==> src/rtl/pipe_ctrl_pkg.sv <==
// Shared opcode, instruction-field and FSM definitions for the pipe_ctrl
// fetch/execute/writeback pipeline.
package pipe_ctrl_pkg;

   typedef enum logic [1:0] {
      OP_ADD  = 2'b00,
      OP_SUB  = 2'b01,
      OP_NOP  = 2'b10,
      OP_HALT = 2'b11
   } op_t;

   typedef enum logic [1:0] {
      ST_IDLE,
      ST_RUN,
      ST_DRAIN,
      ST_DONE
   } state_t;

   localparam int unsigned OP_MSB  = 31;
   localparam int unsigned OP_LSB  = 30;
   localparam int unsigned RD_MSB  = 29;
   localparam int unsigned RD_LSB  = 25;
   localparam int unsigned RS1_MSB = 24;
   localparam int unsigned RS1_LSB = 20;
   localparam int unsigned RS2_MSB = 19;
   localparam int unsigned RS2_LSB = 15;

   function automatic logic is_alu(input op_t op);
      return (op == OP_ADD) || (op == OP_SUB);
   endfunction

endpackage

==> src/rtl/pipe_hazard_unit.sv <==
// Read-after-write hazard detector between the execute and writeback stages.
module pipe_hazard_unit
   import pipe_ctrl_pkg::*;
(
   input  logic       ex_valid,
   input  op_t        ex_op,
   input  logic [4:0] ex_rs1,
   input  logic [4:0] ex_rs2,
   input  logic       wb_we,
   input  logic [4:0] wb_rd,
   output logic       stall
);

   always_comb begin
      stall = ex_valid && is_alu(ex_op) && wb_we && (wb_rd != '0) &&
              ((ex_rs1 == wb_rd) || (ex_rs2 == wb_rd));
   end

endmodule

==> src/rtl/pipe_ctrl.sv <==
// Three-stage fetch/execute/writeback controller with one-cycle hazard stall
// and HALT-driven drain.
module pipe_ctrl
   import pipe_ctrl_pkg::*;
#(
   parameter int ADDR_W = 5,
   parameter int CNT_W  = 8
) (
   input  logic              clk,
   input  logic              rst_n,
   input  logic              start,
   input  logic [31:0]       fetch_inst,
   output logic [ADDR_W-1:0] pc,
   output logic              fetch_en,
   output logic              ex_valid,
   output logic [31:0]       ex_inst,
   output logic              wb_valid,
   output logic              wb_we,
   output logic [4:0]        wb_rd,
   output logic              stall,
   output logic              busy,
   output logic              done,
   output logic [CNT_W-1:0]  retire_cnt
);

   state_t     state;
   op_t        ex_op;
   logic [4:0] ex_rd;
   logic [4:0] ex_rs1;
   logic [4:0] ex_rs2;
   logic       ex_halt;

   always_comb begin
      ex_op    = op_t'(ex_inst[OP_MSB:OP_LSB]);
      ex_rd    = ex_inst[RD_MSB:RD_LSB];
      ex_rs1   = ex_inst[RS1_MSB:RS1_LSB];
      ex_rs2   = ex_inst[RS2_MSB:RS2_LSB];
      ex_halt  = ex_valid && (ex_op == OP_HALT);
      fetch_en = (state == ST_RUN) && !stall && !ex_halt;
      busy     = (state == ST_RUN) || (state == ST_DRAIN);
      done     = (state == ST_DONE);
   end

   pipe_hazard_unit u_hazard (
      .ex_valid (ex_valid),
      .ex_op    (ex_op),
      .ex_rs1   (ex_rs1),
      .ex_rs2   (ex_rs2),
      .wb_we    (wb_we),
      .wb_rd    (wb_rd),
      .stall    (stall)
   );

   always_ff @(posedge clk or negedge rst_n) begin
      if (!rst_n) begin
         state      <= ST_IDLE;
         pc         <= '0;
         ex_valid   <= 1'b0;
         ex_inst    <= '0;
         wb_valid   <= 1'b0;
         wb_we      <= 1'b0;
         wb_rd      <= '0;
         retire_cnt <= '0;
      end else begin
         case (state)
            ST_IDLE, ST_DONE: begin
               if (start) begin
                  state      <= ST_RUN;
                  pc         <= '0;
                  ex_valid   <= 1'b0;
                  ex_inst    <= '0;
                  wb_valid   <= 1'b0;
                  wb_we      <= 1'b0;
                  wb_rd      <= '0;
                  retire_cnt <= '0;
               end
            end
            ST_RUN, ST_DRAIN: begin
               if (wb_valid)
                  retire_cnt <= retire_cnt + 1'b1;

               // IF/EX holds its instruction through a stall, empties otherwise
               if (fetch_en) begin
                  ex_inst  <= fetch_inst;
                  ex_valid <= 1'b1;
                  pc       <= pc + 1'b1;
               end else if (!stall) begin
                  ex_valid <= 1'b0;
               end

               if (stall) begin
                  wb_valid <= 1'b0;
                  wb_we    <= 1'b0;
               end else begin
                  wb_valid <= ex_valid && !ex_halt;
                  wb_we    <= ex_valid && is_alu(ex_op);
                  wb_rd    <= ex_rd;
               end

               if ((state == ST_RUN) && ex_halt)
                  state <= ST_DRAIN;
               else if ((state == ST_DRAIN) && !wb_valid && !ex_valid)
                  state <= ST_DONE;
            end
            default: state <= ST_IDLE;
         endcase
      end
   end

endmodule

==> config.mk <==
export PLATFORM = sky130hd
export DESIGN_NAME = pipe_ctrl
export DESIGN_NICKNAME = d
export VERILOG_FILES = /design/src/rtl/pipe_ctrl_pkg.sv /design/src/rtl/pipe_hazard_unit.sv /design/src/rtl/pipe_ctrl.sv
export SDC_FILE = /design/constraint.sdc
export NUM_CORES = 1
export LEC_CHECK = 0
export CORE_ASPECT_RATIO = 0.7
export CORE_MARGIN = 4
export CORE_UTILIZATION = 40
export CTS_BUF_LIST = sky130_fd_sc_hd__clkbuf_16
export DETAILED_ROUTE_END_ITERATION = 10
export GPL_TIMING_DRIVEN = 0
export PLACE_DENSITY = 0.73
export SLEW_MARGIN = 40
export SYNTH_ARGS = -nofsm -noshare
export SYNTH_HDL_FRONTEND = slang
export SYNTH_SLANG_ARGS = --single-unit
==> constraint.sdc <==
create_clock -name clk -period 2.4 [get_ports clk]
set_input_delay 0.24 -clock clk [delete_from_list [all_inputs] [get_ports clk]]
set_output_delay 0.24 -clock clk [all_outputs]
set_load 0.05 [all_outputs]
# Word level (Yosys, flattened, before mapping)
# Index checks and enable logic that the tools add are counted.
# totals
output_inout_bits	57
in_bits	35
ff_bits	55
# classes
eq_ne	13
reduce_logical	28
addsub	2
muxes	23
# op_table
cell	count
2-to-1 mux 32 bit	2
one-hot mux 32 bit (2 select lines)	1
one-hot mux 5 bit (2 select lines)	2
2-to-1 mux 8 bit	2
one-hot mux 8 bit (2 select lines)	1
2-to-1 mux 5 bit	3
logical AND 1 bit	11
== test 5 bit	2
AND reduction 2 bit	5
adder 8 x 1 -> 8 bit (second input constant)	1
inequality test 2 bit (second input constant)	4
== test 2 bit (second input constant)	3
2-to-1 mux 2 bit	3
inequality test 3 bit (second input constant)	2
one-hot mux 1 bit (2 select lines)	3
adder 5 x 1 -> 5 bit (second input constant)	1
2-to-1 mux 1 bit	5
nonzero test 5 bit	1
== test 2 x 1 -> 1 bit (second input constant)	2
logical NOT 1 bit	4
logical NOT 2 bit	2
one-hot mux 2 bit (2 select lines)	1
OR reduction 2 bit	2
logical OR 1 bit	3

# Logic depth before layout (Yosys ltp)
# logic_depth
word_depth	11
mapped_depth	9

# Modules after synthesis
# From an unflattened synthesis, not the netlist that was laid out.
# unflattened
hier_cells	283
hier_area_um2	2673.8
# by_module_without_submodules
mod	cells_each	area_each_um2	instances	seq_area_each_um2
pipe_ctrl	264	2541.2	1	1376.3
pipe_hazard_unit	19	132.6	1	0.0

# Least setup slack after synthesis
# Ideal clock, no wire load.
# synth_timing
path_kind	flip-flop to flip-flop
startpoint	register wb_rd[0]
endpoint	register pc[0]
path_stages_with_launch	7
required_time_ns	2.235
setup_time_ns	0.165
path_buffers	1
setup_slack_ns	-0.497
arrival_time_ns	2.732
period_less_slack_ns	2.897
path_cell_list	dfrtp_1 or4_1 o2111a_1 and2_1 buf_2 nor2_1 o211ai_1
# synth_between
elab_chain_cells	8
word_cells_on_any_way	11
cone_classes	3 x eq/ne; 8 x reduce/logical
# synth_lines
item	line_no	source
start: declaration	pipe_ctrl.sv:19	output logic [4:0] wb_rd,
start signal: assignment	pipe_ctrl.sv:97	wb_rd <= ex_rd;
== test 5 bit / nonzero test 5 bit (equally long branches)	pipe_hazard_unit.sv:16, pipe_hazard_unit.sv:15	
logical OR 1 bit / logical AND 1 bit (equally long branches)	pipe_hazard_unit.sv:16, pipe_hazard_unit.sv:15	
logical AND 1 bit (*)	pipe_hazard_unit.sv:15	stall = ex_valid && is_alu(ex_op) && wb_we && (wb_rd != '0) &&
named net stall	pipe_ctrl.sv:20	output logic stall,
logical NOT 1 bit (*)	-	
logical AND 1 bit (*) (2 in series)	pipe_ctrl.sv:39	fetch_en = (state == ST_RUN) && !stall && !ex_halt;
named net fetch_en	pipe_ctrl.sv:14	output logic fetch_en,
inequality test 2 bit (no source line) (*)	-	
AND reduction 2 bit (no source line) (*)	-	
end signal: assignment	pipe_ctrl.sv:86	pc <= pc + 1'b1;
end: declaration	pipe_ctrl.sv:13	output logic [ADDR_W-1:0] pc,
# Mark *: on every way through the listed nets, which the timed path passes. The rest lies on a longest branch.
# A chain may end at the register's enable or synchronous reset.

# Final worst setup path
# layout_timing
startpoint	register wb_rd[0]
endpoint	output fetch_en
# layout_between
elab_chain_cells	6
word_cells_on_any_way	9
cone_classes	2 x eq/ne; 7 x reduce/logical
# layout_lines
item	line_no
== test 5 bit / nonzero test 5 bit (equally long branches)	pipe_hazard_unit.sv:16, pipe_hazard_unit.sv:15
logical OR 1 bit / logical AND 1 bit (equally long branches)	pipe_hazard_unit.sv:16, pipe_hazard_unit.sv:15
logical AND 1 bit (*)	pipe_hazard_unit.sv:15
logical NOT 1 bit (*)	-
logical AND 1 bit (*) (2 in series)	pipe_ctrl.sv:39
end: declaration	pipe_ctrl.sv:14
# Mark *: on every way between the ends. The rest lies on a longest branch, timed or not.

==> results by group <==
Logic synthesis
  • Post-Syn Nets: slightly above 300
  • Library cell with the largest summed area after synthesis: sky130_fd_sc_hd__dfrtp_1
  • Count of flip-flops with a built-in enable after synthesis: 0
  • Count of synthesis-stage warnings from yosys: 0
  • Leading cell types by total area after synthesis: sky130_fd_sc_hd__dfrtp_1 (54%), sky130_fd_sc_hd__nand2_1 (12%), sky130_fd_sc_hd__o21ai_0 (5.5%)
  • Portion of synthesized cell area occupied by the leading cell type: ~54%
  • Most frequent cell after synthesis: sky130_fd_sc_hd__nand2_1
  • Synthesis-stage register bit count: 55
  • Ys flop type: sky130_fd_sc_hd__dfrtp_1
  • Syn Std Cell Area: around 0.0025 mm2
  • Average instance area after synthesis: between 9 and 10 um2
  • Unique cell type count in the Yosys netlist: 29
  • Synth async-reset ratio: 100%
  • Most used standard cells in the synthesized netlist: sky130_fd_sc_hd__nand2_1 (84), sky130_fd_sc_hd__dfrtp_1 (55), sky130_fd_sc_hd__o21ai_0 (28)
  • Share of the yosys chip area belonging to registers: 54.1%
  • Number of instances in the synthesized netlist: 270

CTS
  • Clock H-tree levels: 2
  • Number of buffers between clock root and the deepest sink: 2
  • CTS tree: yes
  • Total CTS buffers: 5
  • Clock slew at the register clock pins of the worst setup and hold paths: 0.07 ns
  • Clock latency of the later-clocked register in the worst-skew pair: 0.29 ns
  • Root Driver: sky130_fd_sc_hd__clkbuf_16
  • Clock net sink count: 55

Routing
  • Number of design-rule violations left by the first detailed-router iteration: 94
  • Avg Vias per Cell: ~5.1
  • Remaining antenna violation count after routing: 0
  • Total wirelength of the detailed-routed design: between 6000 and 7000 um
  • Remaining routing DRC violations: 0
  • Number of iterations in the first detailed-routing pass: 4
  • Routed vias: about 2.3k
  • Average wire length per cell after detail routing: between 15 and 20 um

Global routing
  • Total Routing Usage GR: between 10% and 20%
  • Antenna violations before repair: 0
  • First-pass GRT wire length: 11700 um
  • Number of global-route vias before repair: 2250
  • Most used routing layer: met2
  • Fraction of met1 tracks used by global routing: between 20% and 30%
  • Pin count of the biggest net entering global routing: 36
  • GR Overflow Total: 0
  • GRT met2 Usage: between 20% and 30%
  • Fraction of met3 tracks used by global routing: about 4.3%

Placed design
  • Detailed Place HPWL: around 5200 um
  • Buffers added on ports: 90
  • Placed Instance Area: 0.00357 mm2
  • Cells after DPL: about 440
  • Final Wtd Congestion: a little over 0.8

Worst setup path
  • Critical path startpoint category: flip-flop
  • Startpoint of the worst-slack reg-to-reg timing path: wb_rd[0]$_DFFE_PN0P_
  • Critical path fanouts, max: 7
  • Critical path class: flip-flop to output pin
  • Slowest cell on crit path: sky130_fd_sc_hd__or4_1
  • Crit. Startpoint: wb_rd[0]$_DFFE_PN0P_
  • Required time of the critical path: 2.16 ns
  • Critical Path Sink Type: output pin
  • Crit path DAT: ~2.1 ns
  • Cells along the critical path: or4_1, o2111a_2, and2_1, buf_6, nor2_4, buf_8
  • CP max stage delay: around 0.52 ns

Floorplanning
  • Number of placement rows: 24
  • Starting density of the core: around two fifths
  • Die width: slightly above 100 um
  • I/O pin count: 92
  • Die height: ~75 um
  • Die outline area: 0.00772 mm2
  • Core outline area: approximately 0.0062 mm2

Timing
  • Final cycle utilization of the critical path: roughly 97%
  • Setup violators final: 0
  • Fin Hold WS: around 0.3 ns
  • Max Transition Viols Final: 0
  • Clock period minus worst slack: 2.33 ns
  • Transition time at the pin with the least slew margin: ~0.53 ns
  • Achievable Freq: roughly 430 MHz
  • Final-report hold violation count: 0
  • Setup skew after layout: about 0.0035 ns
  • Worst rel slew slack: between 60% and 70%

Cells and area
  • Count of inserted antenna diode cells: 0
  • FF+latch area: 0.00138 mm2
  • Core Util, Final: around three fifths
  • Number of standard cells in the layout, taps in and fillers out: 454
  • Design area: about 0.0038 mm2
  • Post-layout net count: about 420
  • Proportion of layout cells with a drive suffix above 1: 7.98%
  • Synth-to-Final Area Change: 48.5%
  • Count of filler cells inserted in the layout: 520
  • Multi-input combinational cell area: ~0.0011 mm2

Min path
  • Type of the most critical hold path: input port to flip-flop
  • Startpoint of the worst hold path: start

Job
  • Max Cap Violations: 0

Outcome
  • Result of the run: finished clean
final cells by class:
class / instances / share of cell area (%)
Buffer: 14 / 2.02
Clock buffer: 5 / 3.31
Clock inverter: 3 / 0.430
Inverter: 9 / 0.894
Multi-Input combinational cell: 192 / 28.5
Sequential cell: 55 / 36.5
Tap cell: 78 / 2.58
Timing Repair Buffer: 98 / 25.7
final timing paths:
path	end	cells past startpoint	slack, ns
min in group asynchronous	ex_inst[7]$_DFFE_PN0P_	2	0.37
max in group asynchronous	wb_rd[0]$_DFFE_PN0P_	3	1.56
worst max-delay path	fetch_en	6	0.07
worst max register to register	ex_inst[2]$_DFFE_PN0P_	7	0.12
worst min-delay path	retire_cnt[1]$_DFFE_PN0P_	2	0.31
worst min register to register	pc[4]$_DFFE_PN0P_	1	0.47
cells in the final DEF (no fill, tap or decap), types with 2 or more instances in the layout:
| cell | netlist | final |
|---|---|---|
| sky130_fd_sc_hd__nand2_1 | 84 | 84 |
| sky130_fd_sc_hd__clkbuf_1 | 9 | 7 |
| sky130_fd_sc_hd__ha_1 | 5 | 5 |
| sky130_fd_sc_hd__o31ai_1 | 7 | 7 |
| sky130_fd_sc_hd__buf_6 | 1 | 2 |
| sky130_fd_sc_hd__clkbuf_16 | 0 | 5 |
| sky130_fd_sc_hd__and2_1 | 2 | 2 |
| sky130_fd_sc_hd__o211ai_1 | 2 | 2 |
| sky130_fd_sc_hd__nand3_1 | 10 | 10 |
| sky130_fd_sc_hd__nand2b_1 | 2 | 2 |
| sky130_fd_sc_hd__inv_1 | 9 | 10 |
| sky130_fd_sc_hd__dfrtp_1 | 55 | 52 |
| sky130_fd_sc_hd__o22ai_1 | 5 | 5 |
| sky130_fd_sc_hd__or4_1 | 2 | 2 |
| sky130_fd_sc_hd__xor2_1 | 5 | 5 |
| sky130_fd_sc_hd__and3_1 | 3 | 3 |
| sky130_fd_sc_hd__clkbuf_2 | 0 | 2 |
| sky130_fd_sc_hd__dfrtp_2 | 0 | 3 |
| sky130_fd_sc_hd__mux2i_1 | 8 | 8 |
| sky130_fd_sc_hd__buf_4 | 0 | 7 |
| sky130_fd_sc_hd__buf_2 | 4 | 3 |
| sky130_fd_sc_hd__nor2_1 | 7 | 6 |
| sky130_fd_sc_hd__clkdlybuf4s50_1 | 0 | 86 |
| sky130_fd_sc_hd__nand4_1 | 2 | 2 |
| sky130_fd_sc_hd__o21ai_0 | 28 | 28 |
| sky130_fd_sc_hd__xnor2_1 | 12 | 12 |
timing repair:
item	CTS	global route
buffers inserted	0	6
resized for setup	17	4
hold buffers	1	0
hold endpoints to repair	20	0
pin swaps	3	1
setup endpoints to repair	20	20
kinds of logic (layout without fill, tap and decap cells):
| logic type | after synthesis | after routing | synth area share [%] |
|---|---|---|---|
| muxes | 8 | 8 | 3.15 |
| xor gates and xnor gates | 17 | 17 | 5.85 |
| buffers and inverters | 23 | 129 | 3.88 |
| adders and majority gates | 5 | 5 | 2.46 |
| AOI/OAI and AO/OA | 48 | 48 | 11.8 |
| and+or+nand+nor | 114 | 114 | 18.8 |
| DFF | 55 | 55 | 54.1 |
state kept, by name, indices dropped and copies added (netlist names):
name,count
retire_cnt,8
state,2
ex_valid,1
wb_we,1
ex_inst,32
pc,5
wb_rd,5
wb_valid,1
critical path, delay by kind of cell (launching register included):
| kind | cells | cell delay [ns] |
|---|---|---|
| DFF | 1 | 0.41 |
| and+or+nand+nor | 3 | 0.80 |
| buffers and inverters | 2 | 0.28 |
| AOI/OAI and AO/OA | 1 | 0.29 |
per-layer routing:
metal	up-vias	wire length [um]
met3	7	510
met2	77	3090
met4	0	85
met5	-	0
li1	1111	-
met1	1103	3290
per-stage QoR:
stage | setup slack, ns | TNS (ns)
floorplan | 0.0487 | 0
global placement | -0.826 | -35.11
detailed placement | -0.355 | -0.595
CTS | 0.0119 | 0
global route | -0.00201 | -0.00268
finish | 0.0747 | 0
Power is not shown: default switching activity piles up to over one toggle a cycle in this logic, so the estimate is an artifact.
